**src/rtl/snake_head_ctrl_if.sv**
```systemverilog
// Bus between the snake head controller and its keyboard/vsync source and sprite renderer.
// The master drives keycode and frame_clk; the slave (controller) drives head state.
interface snake_head_ctrl_if;
    logic       frame_clk;
    logic [7:0] keycode;
    logic [9:0] snakeX_pos;
    logic [9:0] snakeY_pos;
    logic [9:0] snake_size;
    logic [1:0] motionFlag;
    logic [1:0] game_state;
    logic       step_pulse;
    logic       dead;

    modport master (
        output frame_clk, keycode,
        input  snakeX_pos, snakeY_pos, snake_size, motionFlag, game_state, step_pulse, dead
    );

    modport slave (
        input  frame_clk, keycode,
        output snakeX_pos, snakeY_pos, snake_size, motionFlag, game_state, step_pulse, dead
    );
endinterface

```
**src/rtl/snake_head_ctrl.sv**
```systemverilog
// Player-1 snake head motion controller: keycodes and frame ticks drive a committed
// direction, a grid-stepped head position and the IDLE/RUN/DEAD game sequence.
module snake_head_ctrl #(
    parameter int unsigned STEP            = 24,
    parameter int unsigned FRAMES_PER_STEP = 8,
    parameter int unsigned X_MIN           = 12,
    parameter int unsigned X_MAX           = 627,
    parameter int unsigned Y_MIN           = 12,
    parameter int unsigned Y_MAX           = 467,
    parameter int unsigned START_X         = 320,
    parameter int unsigned START_Y         = 240
) (
    input  logic              Clk,
    input  logic              Reset,
    snake_head_ctrl_if.slave  bus
);

    localparam int unsigned POS_W  = 10;
    localparam int unsigned CNT_W  = (FRAMES_PER_STEP > 1) ? $clog2(FRAMES_PER_STEP) : 1;
    localparam int unsigned HALF_SIZE = 12;

    localparam logic [CNT_W-1:0] CNT_LAST   = CNT_W'(FRAMES_PER_STEP - 1);
    localparam logic [POS_W-1:0] STEP_P     = POS_W'(STEP);
    localparam logic [POS_W:0]   STEP_W     = (POS_W + 1)'(STEP);
    localparam logic [POS_W:0]   X_LO_LIM   = (POS_W + 1)'(X_MIN + STEP);
    localparam logic [POS_W:0]   Y_LO_LIM   = (POS_W + 1)'(Y_MIN + STEP);
    localparam logic [POS_W:0]   X_HI_LIM   = (POS_W + 1)'(X_MAX);
    localparam logic [POS_W:0]   Y_HI_LIM   = (POS_W + 1)'(Y_MAX);
    localparam logic [POS_W-1:0] START_X_P  = POS_W'(START_X);
    localparam logic [POS_W-1:0] START_Y_P  = POS_W'(START_Y);

    localparam logic [1:0] DIR_W = 2'b00;
    localparam logic [1:0] DIR_A = 2'b01;
    localparam logic [1:0] DIR_S = 2'b10;
    localparam logic [1:0] DIR_D = 2'b11;

    typedef enum logic [1:0] {
        ST_IDLE = 2'b00,
        ST_RUN  = 2'b01,
        ST_DEAD = 2'b10
    } state_e;

    state_e             state_q, state_d;
    logic               frame_q, frame_d_q;
    logic [CNT_W-1:0]   cnt_q, cnt_d;
    logic [1:0]         pend_q, pend_d;
    logic [1:0]         motion_q, motion_d;
    logic [POS_W-1:0]   x_q, x_d;
    logic [POS_W-1:0]   y_q, y_d;
    logic               step_q, step_d;
    logic               dead_q, dead_d;

    logic               tick_c;
    logic               key_dir_vld_c;
    logic [1:0]         key_dir_c;
    logic               key_enter_c;
    logic               step_now_c;
    logic               die_c;
    logic [POS_W-1:0]   cand_x_c, cand_y_c;

    // frame_clk is resampled so a rising edge seen at edge n yields a tick in cycle n+1
    assign tick_c      = frame_q & ~frame_d_q;
    assign key_enter_c = (bus.keycode == 8'h28);
    assign step_now_c  = (state_q == ST_RUN) && tick_c && (cnt_q == CNT_LAST);

    always_comb begin
        key_dir_vld_c = 1'b1;
        key_dir_c     = DIR_W;
        case (bus.keycode)
            8'h1A:   key_dir_c = DIR_W;
            8'h04:   key_dir_c = DIR_A;
            8'h16:   key_dir_c = DIR_S;
            8'h07:   key_dir_c = DIR_D;
            default: key_dir_vld_c = 1'b0;
        endcase
    end

    // Candidate position for the pending direction; bounds use widened, non-wrapping compares
    always_comb begin
        cand_x_c = x_q;
        cand_y_c = y_q;
        die_c    = 1'b0;
        case (pend_q)
            DIR_W: begin
                cand_y_c = y_q - STEP_P;
                die_c    = ({1'b0, y_q} < Y_LO_LIM);
            end
            DIR_A: begin
                cand_x_c = x_q - STEP_P;
                die_c    = ({1'b0, x_q} < X_LO_LIM);
            end
            DIR_S: begin
                cand_y_c = y_q + STEP_P;
                die_c    = (({1'b0, y_q} + STEP_W) > Y_HI_LIM);
            end
            default: begin
                cand_x_c = x_q + STEP_P;
                die_c    = (({1'b0, x_q} + STEP_W) > X_HI_LIM);
            end
        endcase
    end

    always_ff @(posedge Clk) begin
        if (Reset) begin
            state_q   <= ST_IDLE;
            frame_q   <= 1'b0;
            frame_d_q <= 1'b0;
            cnt_q     <= '0;
            pend_q    <= DIR_W;
            motion_q  <= DIR_W;
            x_q       <= START_X_P;
            y_q       <= START_Y_P;
            step_q    <= 1'b0;
            dead_q    <= 1'b0;
        end else begin
            state_q   <= state_d;
            frame_q   <= bus.frame_clk;
            frame_d_q <= frame_q;
            cnt_q     <= cnt_d;
            pend_q    <= pend_d;
            motion_q  <= motion_d;
            x_q       <= x_d;
            y_q       <= y_d;
            step_q    <= step_d;
            dead_q    <= dead_d;
        end
    end

    always_comb begin
        state_d = state_q;
        case (state_q)
            ST_IDLE: if (key_dir_vld_c)        state_d = ST_RUN;
            ST_RUN:  if (step_now_c && die_c)  state_d = ST_DEAD;
            ST_DEAD: if (key_enter_c)          state_d = ST_IDLE;
            default:                           state_d = ST_IDLE;
        endcase
    end

    always_comb begin
        cnt_d    = cnt_q;
        pend_d   = pend_q;
        motion_d = motion_q;
        x_d      = x_q;
        y_d      = y_q;
        step_d   = 1'b0;
        dead_d   = (state_d == ST_DEAD);
        case (state_q)
            ST_IDLE: begin
                if (key_dir_vld_c) begin
                    motion_d = key_dir_c;
                    pend_d   = key_dir_c;
                    cnt_d    = '0;
                end
            end
            ST_RUN: begin
                // Reversal is judged against the direction committed before this edge
                if (key_dir_vld_c && (key_dir_c != (motion_q ^ 2'b10))) begin
                    pend_d = key_dir_c;
                end
                if (tick_c) begin
                    if (cnt_q == CNT_LAST) begin
                        cnt_d = '0;
                        if (!die_c) begin
                            x_d      = cand_x_c;
                            y_d      = cand_y_c;
                            motion_d = pend_q;
                            step_d   = 1'b1;
                        end
                    end else begin
                        cnt_d = cnt_q + CNT_W'(1);
                    end
                end
            end
            ST_DEAD: begin
                if (key_enter_c) begin
                    x_d      = START_X_P;
                    y_d      = START_Y_P;
                    motion_d = DIR_W;
                    pend_d   = DIR_W;
                    cnt_d    = '0;
                end
            end
            default: ;
        endcase
    end

    assign bus.snakeX_pos = x_q;
    assign bus.snakeY_pos = y_q;
    assign bus.snake_size = POS_W'(HALF_SIZE);
    assign bus.motionFlag = motion_q;
    assign bus.game_state = state_q;
    assign bus.step_pulse = step_q;
    assign bus.dead       = dead_q;

endmodule

```
**src/flat_wrapper.sv**
```systemverilog
// flat-port wrapper written by rule: the top's interface ports become plain ports
module snake_head_ctrl_flat 
#(
    parameter int unsigned STEP            = 24,
    parameter int unsigned FRAMES_PER_STEP = 8,
    parameter int unsigned X_MIN           = 12,
    parameter int unsigned X_MAX           = 627,
    parameter int unsigned Y_MIN           = 12,
    parameter int unsigned Y_MAX           = 467,
    parameter int unsigned START_X         = 320,
    parameter int unsigned START_Y         = 240
)
  (Clk, Reset, bus_frame_clk, bus_keycode, bus_snakeX_pos, bus_snakeY_pos, bus_snake_size, bus_motionFlag, bus_game_state, bus_step_pulse, bus_dead);
  snake_head_ctrl_if bus_i ();
  input  logic Clk;
  input  logic Reset;
  input wire logic [$bits(bus_i.frame_clk)-1:0] bus_frame_clk;
  input wire logic [$bits(bus_i.keycode)-1:0] bus_keycode;
  output wire logic [$bits(bus_i.snakeX_pos)-1:0] bus_snakeX_pos;
  output wire logic [$bits(bus_i.snakeY_pos)-1:0] bus_snakeY_pos;
  output wire logic [$bits(bus_i.snake_size)-1:0] bus_snake_size;
  output wire logic [$bits(bus_i.motionFlag)-1:0] bus_motionFlag;
  output wire logic [$bits(bus_i.game_state)-1:0] bus_game_state;
  output wire logic [$bits(bus_i.step_pulse)-1:0] bus_step_pulse;
  output wire logic [$bits(bus_i.dead)-1:0] bus_dead;
  assign bus_i.frame_clk = bus_frame_clk;
  assign bus_i.keycode = bus_keycode;
  assign bus_snakeX_pos = bus_i.snakeX_pos;
  assign bus_snakeY_pos = bus_i.snakeY_pos;
  assign bus_snake_size = bus_i.snake_size;
  assign bus_motionFlag = bus_i.motionFlag;
  assign bus_game_state = bus_i.game_state;
  assign bus_step_pulse = bus_i.step_pulse;
  assign bus_dead = bus_i.dead;
  snake_head_ctrl #(.STEP(STEP), .FRAMES_PER_STEP(FRAMES_PER_STEP), .X_MIN(X_MIN), .X_MAX(X_MAX), .Y_MIN(Y_MIN), .Y_MAX(Y_MAX), .START_X(START_X), .START_Y(START_Y)) u_core (.Clk(Clk), .Reset(Reset), .bus(bus_i));
endmodule
```
**config.mk**
```make
export PLATFORM = sky130hd
export DESIGN_NAME = snake_head_ctrl_flat
export DESIGN_NICKNAME = d
export VERILOG_FILES = /design/src/rtl/snake_head_ctrl_if.sv /design/src/rtl/snake_head_ctrl.sv /design/src/flat_wrapper.sv
export SDC_FILE = /design/constraint.sdc
export NUM_CORES = 1
export LEC_CHECK = 0
export CORE_AREA = 5 5 72 74
export CTS_BUF_LIST = sky130_fd_sc_hd__clkbuf_8
export CTS_CLUSTER_DIAMETER = 80
export DETAILED_ROUTE_END_ITERATION = 16
export DIE_AREA = 0 0 77 79
export PLACE_DENSITY_LB_ADDON = 0.3
export SLEW_MARGIN = 25
export SYNTH_ARGS = -nofsm -noshare
export SYNTH_HDL_FRONTEND = slang
export SYNTH_SLANG_ARGS = --single-unit
```
**constraint.sdc**
```tcl
create_clock -name Clk -period 2.5 [get_ports Clk]
set_input_delay 0.375 -clock Clk [delete_from_list [all_inputs] [get_ports Clk]]
set_output_delay 0.375 -clock Clk [all_outputs]
set_load 0.01 [all_outputs]
```
==> flow_summary.yaml, run 1 <==
run_status:
  status: "finished, final reports clean"
synth:
  syn_avg_cell_area_um2: 8.25
  synthSimpleGateAreaFrac_pct: 23.8
  synth_fa_ha_area_share_pct: 12.0
  synth-async-reset-ratio_pct: 0
  syn-cell-area_um2: 2320
  ys_seq_area_share_pct: 23.3
  synth_compound_area_share_pct: 25.3
  synth_cell_types: 64
  syn_inst: 281
  synth_mux_area_share_pct: 1.35
  synth_ff_type: "dfxtp_1"
  synth_edf_count: 0
  ys_warn_count: 0
  synth_top_family_by_area: "compound AO/OA/AOI/OAI gates"
  yosys.area_share.xor_xnor_pct: 4.53
  ys_ff_latch: 27
worst_setup_path:
  cp_slowest_cell: "or4_4"
  path_max_fanout: 5
  r2r_cells: 8
  startpoint_type: "register"
  criticalPathCategory: "register to register"
  crit_path_end_kind: "register"
  crit_arrival_ns: 2.57
  startpoint: "u_core.bus.snakeY_pos[3]$_SDFFE_PP0P_"
  endpoint: "u_core.bus.snakeX_pos[4]$_SDFFE_PP0P_"
  r2r-end: "u_core.bus.snakeX_pos[4]$_SDFFE_PP0P_"
  crit_chain: "inv_1 -> ha_1 -> nand4b_1 -> nor4_2 -> a2111oi_4 -> or3_1 -> or4_4 -> a21oi_2"
  r2r_start: "u_core.bus.snakeY_pos[3]$_SDFFE_PP0P_"
  slowest_delay_ns: 0.50
  required_ns: 2.73
  rrSetupSlack_ns: 0.16
place:
  hpwl_um: 4390
  placed_area_um2: 2790
  portBuffers: 30
  place_inst: 382
  place_congestion: 0.845
power:
  p_int_mw: 0.581
  power.density_nw_per_um2: 270
  max-vdd-ir-drop_mv: 0.209
  p_sw_mw: 0.198
  seqPwrFrac_pct: 55.9
  leakage_nw: 1.14
  p_clk_share_pct: 33.6
  switching_share_pct: 25.4
  p_comb_share_pct: 10.6
clocking:
  cts_buffers: 3
  htreeDepth: 1
  cts_root_buf: "clkbuf_8"
  cts_hold_buf: 0
  clk_latency_ns: 0.28
  clockBufferDepth: 2
  clk_pin_slew_ns: 0.10
  cts_tree: "built"
  clock-sinks: 27
timing:
  fin_crit_sh_pct: 93.6
  finalSetupViolCount: 0
  fin_skew_ns: 0.0109
  hold_ws_ns: 0.498
  hold_viol: 0
  slew_headroom_pct: 66.1
  tightest_slew_ns: 0.504
  finalCriticalPeriod_ns: 2.34
  slew_viol_final: 0
  fmax_ghz: 0.427
detailed_routing:
  wl_um: 5780
  wl_per_cell_um: 14.9
  drt_iter0_markers: 130
  drc_errors: 0
  drtAntennaViolNets: 0
  vias_per_cell: 5.76
  vias: 2239
  firstDrtPassIters: 4
global_route:
  grt_use_met1_pct: 24.8
  busiest_layer: "met2"
  grt_antenna_before_repair: 0
  grt_overflow_total: 0
  gr-usage-all-layers_pct: 19.3
  grt_max_degree: 17
  grt_pass1_wl_um: 9910
  grtUsageMet2_pct: 32.9
  grtUsageMet3_pct: 3.74
  grt_pass1_vias: 2202
die:
  die_area_um2: 6080
  placementRows: 25
  die_x_um: 77
  io_pins: 47
  coreArea_um2: 4540
  start_util_pct: 51.1
  fp.dieH_um: 79
finish:
  drive_gt1_share_pct: 16.4
  layout.cells.non_filler: 389
  final_cell_mix: "buf_4, clkdlybuf4s50_1, dfxtp_1"
  mostFrequentLayoutCell: "buf_4"
  nets: 368
  areaGrowthSynthToFinish_pct: 24.7
  n_antenna_cell: 0
  design_area_um2: 2890
worst_hold_path:
  timing.hold.worst.class: "register to register"
flow_run:
  cap_violations: 0
timing repair:
item                                    CTS  global route
endpoints found under the setup margin    0             7
setup buffers                             0             3
resized for setup                         0             7
cell usage after synthesis (5+ instances only):
master    instances  area [um^2]
nor3_1           10         50.1
nor2b_1           8         50.1
xnor2_1           7         61.3
o21bai_1          5         37.5
dfxtp_1          27          541
nor3b_1           5         37.5
o21ai_0          13         65.1
ha_1             19          238
xor2_1            5         43.8
nand3_1           5         25.0
a21oi_1          16         80.1
nand2_1          14         52.6
nor2_1           21         78.8
nand4_1          10         62.6
inv_1            16         60.1
buf_4            16          120
registers in the layout (all words and copies together), names as in the netlist:
signal and flops:
u_core.bus.dead 1, u_core.bus.game_state 2, u_core.bus.motionFlag 2, u_core.bus.snakeX_pos 7, u_core.bus.snakeY_pos 7, u_core.bus.step_pulse 1
u_core.cnt_q 3, u_core.frame_d_q 1, u_core.frame_q 1, u_core.pend_q 2
routing by layer:
layer	vias to the layer above	part of all wire [%]
met5	-	0
met2	51	49
met4	0	1.5
met3	9	3.9
met1	1056	45
li1	1123	-
worst min path at each step:
stage                                            start                            to  slack (ns)  cells after the start
after global routing         u_core.frame_q$_SDFF_PP0_   u_core.frame_d_q$_SDFF_PP0_        0.54                      2
after detailed placement  u_core.cnt_q[1]$_SDFFE_PP0P_  u_core.cnt_q[1]$_SDFFE_PP0P_        0.48                      1
after CTS                    u_core.frame_q$_SDFF_PP0_   u_core.frame_d_q$_SDFF_PP0_        0.50                      2
final                        u_core.frame_q$_SDFF_PP0_   u_core.frame_d_q$_SDFF_PP0_        0.50                      2
after floorplan              u_core.frame_q$_SDFF_PP0_   u_core.frame_d_q$_SDFF_PP0_        0.45                      2
after global placement       u_core.frame_q$_SDFF_PP0_   u_core.frame_d_q$_SDFF_PP0_        0.47                      2
critical path: cells and delay by family, from the launching register on:
kind                     cells  cell delay, ns
flip-flops                   1            0.35
adder cells (fa/ha/maj)      1            0.24
AO/OA/AOI/OAI                2            0.25
buffers and inverters        1            0.08
AND/OR/NAND/NOR              4            1.36
cell type report:
type | count | area (um^2)
well taps | 54 | 67.6
fillers | 398 | 1650
inverters | 16 | 60.1
multi-input cells | 227 | 1640
clock buffers | 3 | 41.3
flip-flops and latches | 27 | 543
repair buffers | 61 | 533
clock inverters | 1 | 7.51
metrics by stage:
step	setup TNS, ns	utilization [%]	setup WS, ns	power [mW]
3_5_place_dp	-0.112	61.5	-0.0912	0.526
2_1_floorplan	0	-	0.0855	0.505
5_1_grt	-0.00104	63.7	-0.00104	0.814
6_report	0	63.7	0.159	0.779
4_1_cts	0	62.6	0.0539	0.787
3_3_place_gp	-0.0128	61.5	-0.0128	0.525
kinds of logic after synthesis:
family,Yosys count
AND/OR/NAND/NOR,96
buffers and inverters,41
AO/OA/AOI/OAI,79
adder cells (fa/ha/maj),21
multiplexers,3
other,2
XOR/XNOR,12
flip-flops,27
power groups by stage:
stage / Sequential (mW) / Clock [mW] / Combinational, mW
5_1_grt: 0.436 / 0.287 / 0.0907
3_5_place_dp: 0.445 / 0 / 0.0806
3_3_place_gp: 0.445 / 0 / 0.0796
6_report: 0.435 / 0.262 / 0.0823
2_1_floorplan: 0.445 / 0 / 0.0603
4_1_cts: 0.435 / 0.271 / 0.0810
No activity file was read; power rests on OpenSTA's default activity.
==> run 2: changes to the inputs <==
CAP_MARGIN = 20   (was unset)
MAX_ROUTING_LAYER = met4   (was unset)
==> run 2 against run 1 <==
Compared with the run above:
- via count is the same
- critical path type unchanged
- die area is the same
- fmax is the same
- routed wire length is the same
- combinational power is essentially flat
- largest cell class unchanged
- first-iteration DRC count is the same
==> flow_summary.yaml, run 2 (synthesis gave the netlist of run 1 again) <==
finish:
  fill_cells: 398
  final_cell_mix: "buf_4, clkdlybuf4s50_1, dfxtp_1"
  design_area_um2: 2890
  drive_gt1_share_pct: 16.4
  mostFrequentLayoutCell: "buf_4"
  areaGrowthSynthToFinish_pct: 24.7
  seqCellArea_um2: 543
  multiInputGateArea_um2: 1640
  n_antenna_cell: 0
  nets: 368
worst_setup_path:
  criticalPathCategory: "register to register"
  crit_path_end_kind: "register"
  startpoint: "u_core.bus.snakeY_pos[3]$_SDFFE_PP0P_"
  slowest_delay_ns: 0.50
  cp_slowest_cell: "or4_4"
  path_max_fanout: 5
  rrSetupSlack_ns: 0.16
  required_ns: 2.73
  crit_arrival_ns: 2.57
  r2r_start: "u_core.bus.snakeY_pos[3]$_SDFFE_PP0P_"
  r2r-end: "u_core.bus.snakeX_pos[4]$_SDFFE_PP0P_"
  r2r_cells: 8
  endpoint: "u_core.bus.snakeX_pos[4]$_SDFFE_PP0P_"
  crit_chain: "inv_1 -> ha_1 -> nand4b_1 -> nor4_2 -> a2111oi_4 -> or3_1 -> or4_4 -> a21oi_2"
  startpoint_type: "register"
die:
  io_pins: 47
  placementRows: 25
  die_area_um2: 6080
  fp.dieH_um: 79
  die_x_um: 77
  coreArea_um2: 4540
  start_util_pct: 51.1
timing:
  finalCriticalPeriod_ns: 2.34
  fin_skew_ns: 0.0109
  tightest_slew_ns: 0.504
  slew_viol_final: 0
  finalSetupViolCount: 0
  hold_ws_ns: 0.498
  hold_viol: 0
  setup_slack_ns: 0.159
  slew_headroom_pct: 66.1
  fin_crit_sh_pct: 93.6
  fmax_ghz: 0.427
place:
  portBuffers: 30
  post-place-ws_ns: -0.0912
  placed_area_um2: 2790
  hpwl_um: 4390
  place_congestion: 0.859
clocking:
  clk_pin_slew_ns: 0.10
  htreeDepth: 1
  cts_tree: "built"
  clk_latency_ns: 0.28
  clockBufferDepth: 2
  cts_root_buf: "clkbuf_8"
  cts_buffers: 3
  clock-sinks: 27
detailed_routing:
  drtAntennaViolNets: 0
  vias: 2239
  wl_um: 5780
  drc_errors: 0
  firstDrtPassIters: 4
  vias_per_cell: 5.76
  drt_iter0_markers: 130
  wl_per_cell_um: 14.9
power:
  leakage_nw: 1.14
  switching_share_pct: 25.4
  p_comb_share_pct: 10.6
  p_sw_mw: 0.198
  seqPwrFrac_pct: 55.9
  p_clk_share_pct: 33.6
  power.density_nw_per_um2: 270
  p_int_mw: 0.581
  max-vdd-ir-drop_mv: 0.209
  power_mw: 0.779
global_route:
  grt_pass1_vias: 2201
  grt_antenna_before_repair: 0
  gr-usage-all-layers_pct: 19.8
  grt_pass1_wl_um: 9920
  grt_max_degree: 17
  grt_overflow_total: 0
worst_hold_path:
  timing.hold.worst.class: "register to register"
  worstHoldPathCells: 2
flow_run:
  cap_violations: 0
run_status:
  status: "finished, final reports clean"
run 2: layer usage:
layer / vias to the layer above / track usage, % / wire length (um)
met5: - / - / 0
met4: 0 / 5.15 / 87
met3: 9 / 3.74 / 224
met2: 51 / 32.9 / 2850
met1: 1056 / 24.8 / 2620
li1: 1123 / - / -
run 2: worst min-delay path by stage:
stage,from,end,slack (ns)
final,u_core.frame_q$_SDFF_PP0_,u_core.frame_d_q$_SDFF_PP0_,0.50
after detailed placement,u_core.cnt_q[1]$_SDFFE_PP0P_,u_core.cnt_q[1]$_SDFFE_PP0P_,0.48
after global routing,u_core.frame_q$_SDFF_PP0_,u_core.frame_d_q$_SDFF_PP0_,0.54
after global placement,u_core.frame_q$_SDFF_PP0_,u_core.frame_d_q$_SDFF_PP0_,0.47
after CTS,u_core.frame_q$_SDFF_PP0_,u_core.frame_d_q$_SDFF_PP0_,0.50
after floorplan,u_core.frame_q$_SDFF_PP0_,u_core.frame_d_q$_SDFF_PP0_,0.45
run 2: power by group through the flow:
stage	sequential (mW)	clock, mW	combinational, mW
global route	0.436	0.287	0.0907
floorplan	0.445	0	0.0603
CTS	0.435	0.271	0.0810
global placement	0.445	0	0.0796
detailed placement	0.445	0	0.0806
finish	0.435	0.262	0.0823
run 2: repair_timing:
item,in CTS,in global routing
endpoints found under the setup margin,0,7
resized for setup,0,7
endpoints found under the hold margin,0,0
hold buffers,0,0
setup buffers,0,3
run 2: area by class of cell:
| class | instances | area share [%] |
|---|---|---|
| tap | 54 | 2.34 |
| clock buffer | 3 | 1.43 |
| sequential | 27 | 18.8 |
| multi-input combinational | 227 | 56.7 |
| inverter | 16 | 2.08 |
| timing repair buffer | 61 | 18.4 |
| clock inverter | 1 | 0.260 |
run 2: metrics by stage:
step | TNS (ns) | util [%] | std cells
3_5_place_dp | -0.112 | 61.5 | 382
3_3_place_gp | -0.0128 | 61.5 | 382
5_1_grt | -0.00104 | 63.7 | 389
6_report | 0 | 63.7 | 389
4_1_cts | 0 | 62.6 | 386
2_1_floorplan | 0 | - | 295
run 2: worst max-delay path, delay by kind of cell (launching register included):
kind	cells	cell delay [ns]
adder cells (fa/ha/maj)	1	0.24
AO/OA/AOI/OAI	2	0.25
AND/OR/NAND/NOR	4	1.36
flip-flops	1	0.35
buffers and inverters	1	0.08
